$ cat config.mk
export PLATFORM = sky130hd
export DESIGN_NAME = demux_rr_scheduler_flat
export DESIGN_NICKNAME = d
export VERILOG_FILES = /design/src/rtl/demux_rr_scheduler_if.sv /design/src/rtl/demux_rr_scheduler.sv /design/src/flat_wrapper.sv
export SDC_FILE = /design/constraint.sdc
export NUM_CORES = 1
export LEC_CHECK = 0
export BUFFER_PORTS_ARGS = -buffer_cell sky130_fd_sc_hd__buf_4
export CAP_MARGIN = 20
export CORE_MARGIN = 1.5
export CORE_UTILIZATION = 58
export DETAILED_ROUTE_END_ITERATION = 6
export MAX_ROUTING_LAYER = met4
export PLACE_DENSITY = 0.91
export SETUP_SLACK_MARGIN = 0.5
export SLEW_MARGIN = 20
export SYNTH_ARGS = -nofsm -noshare
export SYNTH_HDL_FRONTEND = slang
export SYNTH_SLANG_ARGS = --single-unit
$ cat constraint.sdc
create_clock -name clk -period 4 [get_ports clk]
set_input_delay 0.4 -clock clk [delete_from_list [all_inputs] [get_ports clk]]
set_output_delay 0.4 -clock clk [all_outputs]
set_load 0.05 [all_outputs]
$ cat src/rtl/demux_rr_scheduler_if.sv
// Handshake/bus bundle for the round-robin demux scheduler: control and serial
// data from the source side, channel select and demux outputs toward consumers.
interface demux_rr_scheduler_if #(
  parameter int DW = 4
) ();
  logic          start;
  logic          stop;
  logic [7:0]    en_mask;
  logic [DW-1:0] dwell;
  logic          d_in;
  logic [2:0]    sel;
  logic [7:0]    y;
  logic          busy;
  logic          frame_done;

  modport master (
    output start, stop, en_mask, dwell, d_in,
    input  sel, y, busy, frame_done
  );

  modport slave (
    input  start, stop, en_mask, dwell, d_in,
    output sel, y, busy, frame_done
  );
endinterface

$ cat src/rtl/demux_rr_scheduler.sv
// Time-division sequencer: walks sel round-robin over a latched channel mask,
// holding each channel for a programmable dwell, and routes d_in through a registered 1:8 demux.
module demux_rr_scheduler #(
  parameter int DW = 4
) (
  input logic                  clk,
  input logic                  rst,
  demux_rr_scheduler_if.slave  bus
);

  localparam logic [0:0]    IDLE     = 1'b0;
  localparam logic [0:0]    RUN      = 1'b1;
  localparam logic [DW-1:0] DW_ZERO  = {DW{1'b0}};
  localparam logic [DW-1:0] DW_ONE   = {{(DW-1){1'b0}}, 1'b1};

  // Lowest set bit of the mask (mask is known non-zero where this is used).
  function automatic logic [2:0] lowest_enabled(input logic [7:0] m);
    logic [2:0] idx;
    idx = 3'd0;
    for (int i = 7; i >= 0; i--) begin
      if (m[i]) begin
        idx = 3'(i);
      end
    end
    return idx;
  endfunction

  // First enabled index after cur, searching cur+1 .. cur+7 modulo 8; cur itself if none.
  function automatic logic [2:0] next_enabled(input logic [7:0] m, input logic [2:0] cur);
    logic [2:0] nxt;
    logic [2:0] idx;
    nxt = cur;
    for (int i = 7; i >= 1; i--) begin
      idx = cur + 3'(i);
      if (m[idx]) begin
        nxt = idx;
      end
    end
    return nxt;
  endfunction

  logic [0:0]    state_r,  state_n_s;
  logic [2:0]    sel_r,    sel_n_s;
  logic [7:0]    y_r,      y_n_s;
  logic          busy_r,   busy_n_s;
  logic          fd_r,     fd_n_s;
  logic [7:0]    mask_r,   mask_n_s;
  logic [DW-1:0] dwell_r,  dwell_n_s;
  logic [DW-1:0] cnt_r,    cnt_n_s;
  logic          stop_r,   stop_n_s;
  logic [DW-1:0] dwell_eff_s;
  logic [2:0]    next_sel_s;
  logic          stop_any_s;

  // Next-state and next-output computation for the scan FSM.
  always_comb begin
    state_n_s   = state_r;
    sel_n_s     = sel_r;
    y_n_s       = 8'h00;
    busy_n_s    = busy_r;
    fd_n_s      = 1'b0;
    mask_n_s    = mask_r;
    dwell_n_s   = dwell_r;
    cnt_n_s     = cnt_r;
    stop_n_s    = stop_r;
    dwell_eff_s = (bus.dwell == DW_ZERO) ? DW_ONE : bus.dwell;
    next_sel_s  = next_enabled(mask_r, sel_r);
    stop_any_s  = stop_r | bus.stop;

    case (state_r)
      IDLE: begin
        if (bus.start && (bus.en_mask != 8'h00)) begin
          mask_n_s  = bus.en_mask;
          dwell_n_s = dwell_eff_s;
          sel_n_s   = lowest_enabled(bus.en_mask);
          cnt_n_s   = dwell_eff_s - DW_ONE;
          stop_n_s  = 1'b0;
          state_n_s = RUN;
          busy_n_s  = 1'b1;
        end else begin
          busy_n_s  = 1'b0;
        end
      end
      RUN: begin
        y_n_s[sel_r] = bus.d_in;
        if (cnt_r == DW_ZERO) begin
          // A wrap (next <= current, incl. single channel) closes the round.
          fd_n_s   = (next_sel_s <= sel_r);
          stop_n_s = 1'b0;
          if (stop_any_s) begin
            state_n_s = IDLE;
            busy_n_s  = 1'b0;
          end else begin
            sel_n_s = next_sel_s;
            cnt_n_s = dwell_r - DW_ONE;
          end
        end else begin
          cnt_n_s  = cnt_r - DW_ONE;
          stop_n_s = stop_any_s;
        end
      end
      default: begin
        state_n_s = IDLE;
        busy_n_s  = 1'b0;
        stop_n_s  = 1'b0;
      end
    endcase
  end

  // State, counter and registered output update with synchronous reset.
  always_ff @(posedge clk) begin
    if (rst) begin
      state_r <= IDLE;
      sel_r   <= 3'd0;
      y_r     <= 8'h00;
      busy_r  <= 1'b0;
      fd_r    <= 1'b0;
      mask_r  <= 8'h00;
      dwell_r <= DW_ZERO;
      cnt_r   <= DW_ZERO;
      stop_r  <= 1'b0;
    end else begin
      state_r <= state_n_s;
      sel_r   <= sel_n_s;
      y_r     <= y_n_s;
      busy_r  <= busy_n_s;
      fd_r    <= fd_n_s;
      mask_r  <= mask_n_s;
      dwell_r <= dwell_n_s;
      cnt_r   <= cnt_n_s;
      stop_r  <= stop_n_s;
    end
  end

  assign bus.sel        = sel_r;
  assign bus.y          = y_r;
  assign bus.busy       = busy_r;
  assign bus.frame_done = fd_r;

endmodule

$ cat src/flat_wrapper.sv
// flat-port wrapper written by rule: the top's interface ports become plain ports
module demux_rr_scheduler_flat 
#(
  parameter int DW = 4
)
  (clk, rst, bus_start, bus_stop, bus_en_mask, bus_dwell, bus_d_in, bus_sel, bus_y, bus_busy, bus_frame_done);
  demux_rr_scheduler_if #(.DW(DW)) bus_i ();
  input logic clk;
  input logic rst;
  input wire logic [$bits(bus_i.start)-1:0] bus_start;
  input wire logic [$bits(bus_i.stop)-1:0] bus_stop;
  input wire logic [$bits(bus_i.en_mask)-1:0] bus_en_mask;
  input wire logic [$bits(bus_i.dwell)-1:0] bus_dwell;
  input wire logic [$bits(bus_i.d_in)-1:0] bus_d_in;
  output wire logic [$bits(bus_i.sel)-1:0] bus_sel;
  output wire logic [$bits(bus_i.y)-1:0] bus_y;
  output wire logic [$bits(bus_i.busy)-1:0] bus_busy;
  output wire logic [$bits(bus_i.frame_done)-1:0] bus_frame_done;
  assign bus_i.start = bus_start;
  assign bus_i.stop = bus_stop;
  assign bus_i.en_mask = bus_en_mask;
  assign bus_i.dwell = bus_dwell;
  assign bus_i.d_in = bus_d_in;
  assign bus_sel = bus_i.sel;
  assign bus_y = bus_i.y;
  assign bus_busy = bus_i.busy;
  assign bus_frame_done = bus_i.frame_done;
  demux_rr_scheduler #(.DW(DW)) u_core (.clk(clk), .rst(rst), .bus(bus_i));
endmodule
Word-level counts from Yosys, hierarchy flattened
Cells that the tools add are included.
- input port bits: 17
- bits in registers: 31
- output and inout port bits: 13
- reductions and logical operators: 11
- multiplexer cells: 50
- equality and inequality tests: 5
- $lt $le $gt $ge: 10
- bitwise logic cells: 4
- add/subtract/negate cells: 10
- operator list (kind ; number):
    $mux W3 ; 18
    $lt A3 B4 Y1 const B ; 8
    $bmux W1 S3 ; 7
    $mux W4 ; 4
    $mux W1 ; 15
    $add A3 B3 Y3 const B ; 4
    $sub A4 B1 Y4 const B ; 3
    $and A8 B8 Y8 ; 1
    $logic_not A4 Y1 ; 2
    $pmux W4 S2 ; 1
    $reduce_bool A8 Y1 ; 1
    $add A3 B2 Y3 const B ; 2
    $ne A2 B2 Y1 const B ; 3
    $pmux W1 S2 ; 3
    $pmux W3 S2 ; 1
    $reduce_and A2 Y1 ; 3
    $add A3 B1 Y3 const B ; 1
    $demux W1 S3 ; 1
    $ge A3 B1 Y1 const B ; 1
    $le A3 B3 Y1 ; 1
    $ne A3 B3 Y1 const B ; 1
    $reduce_and A3 Y1 ; 1
    $reduce_or A3 Y1 ; 1
    $logic_and A1 B1 Y1 ; 2
    4 further kinds ; 5

Longest topological paths before layout
- depth in word-level cells: 13
- depth in mapped cells: 17
- depth with buffers taken out: 14

Least setup slack after synthesis
Ideal clock, no wire load.
- path kind: register -> register
- start point: register u_core.sel_r[0] (netlist: u_core.bus.sel[0])
- end point: register u_core.fd_r (netlist: u_core.bus.frame_done)
- buffers on the path: 2
- arrival: 3.939 ns
- slack: -0.005 ns
- stages on the path, launching flop included: 16
- setup time: 0.065 ns
- clock period less this slack: 4.005 ns
- cells stage by stage: dfxtp_1 buf_2 buf_4 inv_1 ha_1 mux4_1 mux2i_2 o21ai_0 o22a_1 o311a_1 o22a_1 ha_1 a21o_1 a21oi_1 a31oi_1 nor2_1
- word-level cells in the longest chain between the ends: 11
- elaborated cells between the ends (all ways): 29
- ends and longest elaborated chain (element ; RTL line ; RTL):
    start: declaration ; demux_rr_scheduler.sv:43 ; logic [2:0] sel_r, sel_n_s;
    start signal: assignment ; demux_rr_scheduler.sv:124 ; sel_r <= sel_n_s;
    $add A3 B3 Y3 ; demux_rr_scheduler.sv:34 ; idx = cur + 3'(i);
    $bmux W1 S3 ; demux_rr_scheduler.sv:35 ; if (m[idx]) begin
    $mux W1 (implied by the code) ; demux_rr_scheduler.sv:35 ;
    $mux W3 (7 in series) ; demux_rr_scheduler.sv:35 ;
    $le A3 B3 Y1 * ; demux_rr_scheduler.sv:88 ; fd_n_s = (next_sel_s <= sel_r);
    end signal: assignment ; demux_rr_scheduler.sv:127 ; fd_r <= fd_n_s;
    end: declaration ; demux_rr_scheduler.sv:46 ; logic fd_r, fd_n_s;
Mark *: on every way between the ends. The rest lies on a longest branch, timed or not. The select of a mux whose other input is x is not followed.
A chain may end at the register's enable or synchronous reset.

Worst setup path after layout
- start point: register u_core.sel_r[2] (netlist: u_core.bus.sel[2])
- end point: register u_core.fd_r (netlist: u_core.bus.frame_done)
Same word-level chain as after synthesis.

==> qor.yml <==
status:
  status: "finished, final reports clean"
drt:
  ant_nets: 0
  dr.first_iter.drc_count: 166
  drc: 0
  wl_per_cell_um: 15.6
  first_pass_iters: 5
  vias: 1943
  wirelength_um: 5030
  via_per_inst: 6.03
yosys:
  yosysTopAreaCellShare: 0.284
  synth_fp_nets: 268
  ys_ff_latch: 31
  synth-edff-count: 0
  syn_inst: 241
  synthArstFlopShare: 0
  yosys_warnings: 0
  netlist_area_um2: 2190
  synth-main-ff-cell: "dfxtp_1"
  syn_avg_cell_area_um2: 9.08
  yosysTopAreaCell: "dfxtp_1"
  ys_types: 47
  ys_seq_area_frac: 0.284
  synth.top_cells.by_area: "dfxtp_1 (28%), mux2i_1 (10%), mux4_2 (9.3%)"
final_layout:
  nNetsFinal: 300
  diodes: 0
  syn_to_final_growth_pct: 20.9
  regArea_um2: 632
  drive_gt1_frac: 0.277
  final_cell_count_no_fill: 322
  multi_input_area_um2: 1520
  fill_cells: 272
clocking:
  cts_buffers: 5
  clock-root-buffer: "clkbuf_8"
  clkSinkCount: 31
  htree_levels: 2
  worstSkewPairLatency_ns: 0.28
  cts_hold_buf: 0
  cts_tree: "done"
  clk_pin_slew_ns: 0.07
  clockBufferDepth: 2
critical_path:
  cp_max_fo: 10
  cp.arrival_ns: 3.56
  critPathKind: "flip-flop to flip-flop"
  cp-start-kind: "flip-flop"
  worst_ep_required_time_ns: 4.22
  critPathCaptureType: "flip-flop"
die:
  chipWidth_um: 64.4
  core_um2: 3630
  rows: 22
  num_io_pins: 30
  dieArea_um2: 4150
  initial_utilization: 0.602
  die_h_um: 64.4
grt:
  antenna_found_initial: 0
  grt_usage: 0.251
  grt_max_degree: 22
  overflow: 0
  grt_pass1_vias: 1685
  grt_pass1_wl_um: 7900
timing:
  final_max_slew_viol_count: 0
  setup_tns_ns: 0
  rsz0062_at_grt: "false"
  skew_ns: 0.0106
  timing.final.hold_violations: 0
  relSlewSlack: 0.276
  fmax_ghz: 0.299
  finalCriticalPeriod_ns: 3.35
  worst_slew_pin_slew_ns: 1.09
  timing.final.crit_share: 0.837
  setup_viol: 0
power:
  power_density_nw_per_um2: 427
  ir_drop_v: 0.000267
  total_power_w: 0.00113
  power.leakage_nw: 1.08
placed_design:
  placedCellCount: 305
  port_buffers: 29
  dpl.hpwl_um: 3500
  gp_congestion: 0.907
worst_hold_path:
  min_path_type: "input pin to flip-flop"
run:
  drv_cap: 0
[worst paths after layout]
path / to / cells after the start / start / slack, ns
setup reg to reg: u_core.bus.frame_done$_SDFF_PP0_ / 13 / u_core.bus.sel[2]$_SDFFE_PP0P_ / 0.65
hold reg to reg: u_core.bus.busy$_SDFFE_PP0P_ / 1 / u_core.bus.busy$_SDFFE_PP0P_ / 0.47
hold / removal: u_core.dwell_r[1]$_SDFFE_PP0P_ / 3 / bus_dwell[1] / 0.38
setup / recovery: u_core.bus.frame_done$_SDFF_PP0_ / 13 / u_core.bus.sel[2]$_SDFFE_PP0P_ / 0.65
[per-stage QoR]
stage	util	hold WS, ns	area, um2	setup WS [ns]
finish	0.728	0.378	2650	0.652
global route	0.728	0.397	2650	0.509
CTS	0.695	0.375	2520	0.532
detailed placement	0.666	0.461	2420	0.484
global placement	0.666	0.457	2420	0.562
floorplan	-	0.450	2220	0.516
[state kept, by name, indices dropped and copies added (netlist names)]
name and count:
u_core.state_r 1, u_core.dwell_r 4, u_core.stop_r 1, u_core.bus.frame_done 1, u_core.bus.y 8, u_core.cnt_r 4
u_core.mask_r 8, u_core.bus.sel 3, u_core.bus.busy 1
[cell type report]
type	count	share of cell area
Inverter	12	0.0184
Timing Repair Buffer	38	0.112
Sequential cell	31	0.239
Clock inverter	1	0.00189
Clock buffer	7	0.0326
Multi-Input combinational cell	185	0.574
Tap cell	48	0.0227
[placed cells by master, fill, tap and decap left out, drive strengths merged, types with 3 or more instances in the layout]
| master | instances |
|---|---|
| nand2 | 14 |
| and3 | 5 |
| o21ai | 8 |
| and2 | 10 |
| inv | 11 |
| nand2b | 3 |
| ha | 10 |
| a21oi | 18 |
| a211oi | 7 |
| clkbuf | 7 |
| buf | 38 |
| nor3 | 3 |
| mux4 | 11 |
| nor2b | 4 |
| nor4 | 3 |
| mux2i | 23 |
| dfxtp | 31 |
| a31oi | 5 |
| xnor2 | 5 |
| nor2 | 27 |
[per-layer routing]
metal,GRT usage,part of all wire,wire length (um)
met3,0.0521,0.052,263
met5,-,0,0
met1,0.331,0.44,2230
met4,0.0665,0.019,94
met2,0.398,0.49,2450
[logic make-up after synthesis]
kind of cell	after synthesis	share of synthesized area
adder cells (fa/ha/maj)	10	0.0572
multiplexers	36	0.234
XOR/XNOR	5	0.0200
AND/OR/NAND/NOR	76	0.176
buffers and inverters	25	0.0549
flip-flops	31	0.284
AO/OA/AOI/OAI	58	0.174
[worst max-delay path: stages (launching register included)]
cell and delay (ns):
dfxtp_4 0.45, inv_1 0.19, ha_4 0.36, mux4_2 0.51, mux2i_2 0.21, o21ai_0 0.11
o22a_1 0.20, o311a_1 0.34, o22a_1 0.16, ha_1 0.30, a21o_1 0.17, a21oi_1 0.14
a31oi_1 0.06, nor2_1 0.10
[Yosys cell counts (4+ instances only)]
cell type / count
o21ai_0: 8
and2_1: 10
nor2b_1: 4
and3_1: 5
a31oi_1: 5
clkbuf_1: 5
inv_1: 12
ha_1: 10
mux2i_1: 22
a21oi_1: 17
dfxtp_1: 31
buf_4: 4
nor2_1: 27
mux4_2: 9
a211oi_1: 7
xnor2_1: 5
nand2_1: 14
[repair_timing]
item,CTS,global route
resized for setup,0,12
buffers inserted,2,7
pin swaps,0,1
endpoints found under the setup margin,1,1
[where the power goes]
| part | switching (W) | internal, W |
|---|---|---|
| clock network | 0.000106 | 0.000138 |
| logic | 0.000271 | 0.000251 |
| registers | 0.0000308 | 0.000333 |
| total | 0.000408 | 0.000722 |
No activity file was read; power rests on OpenSTA's default activity.
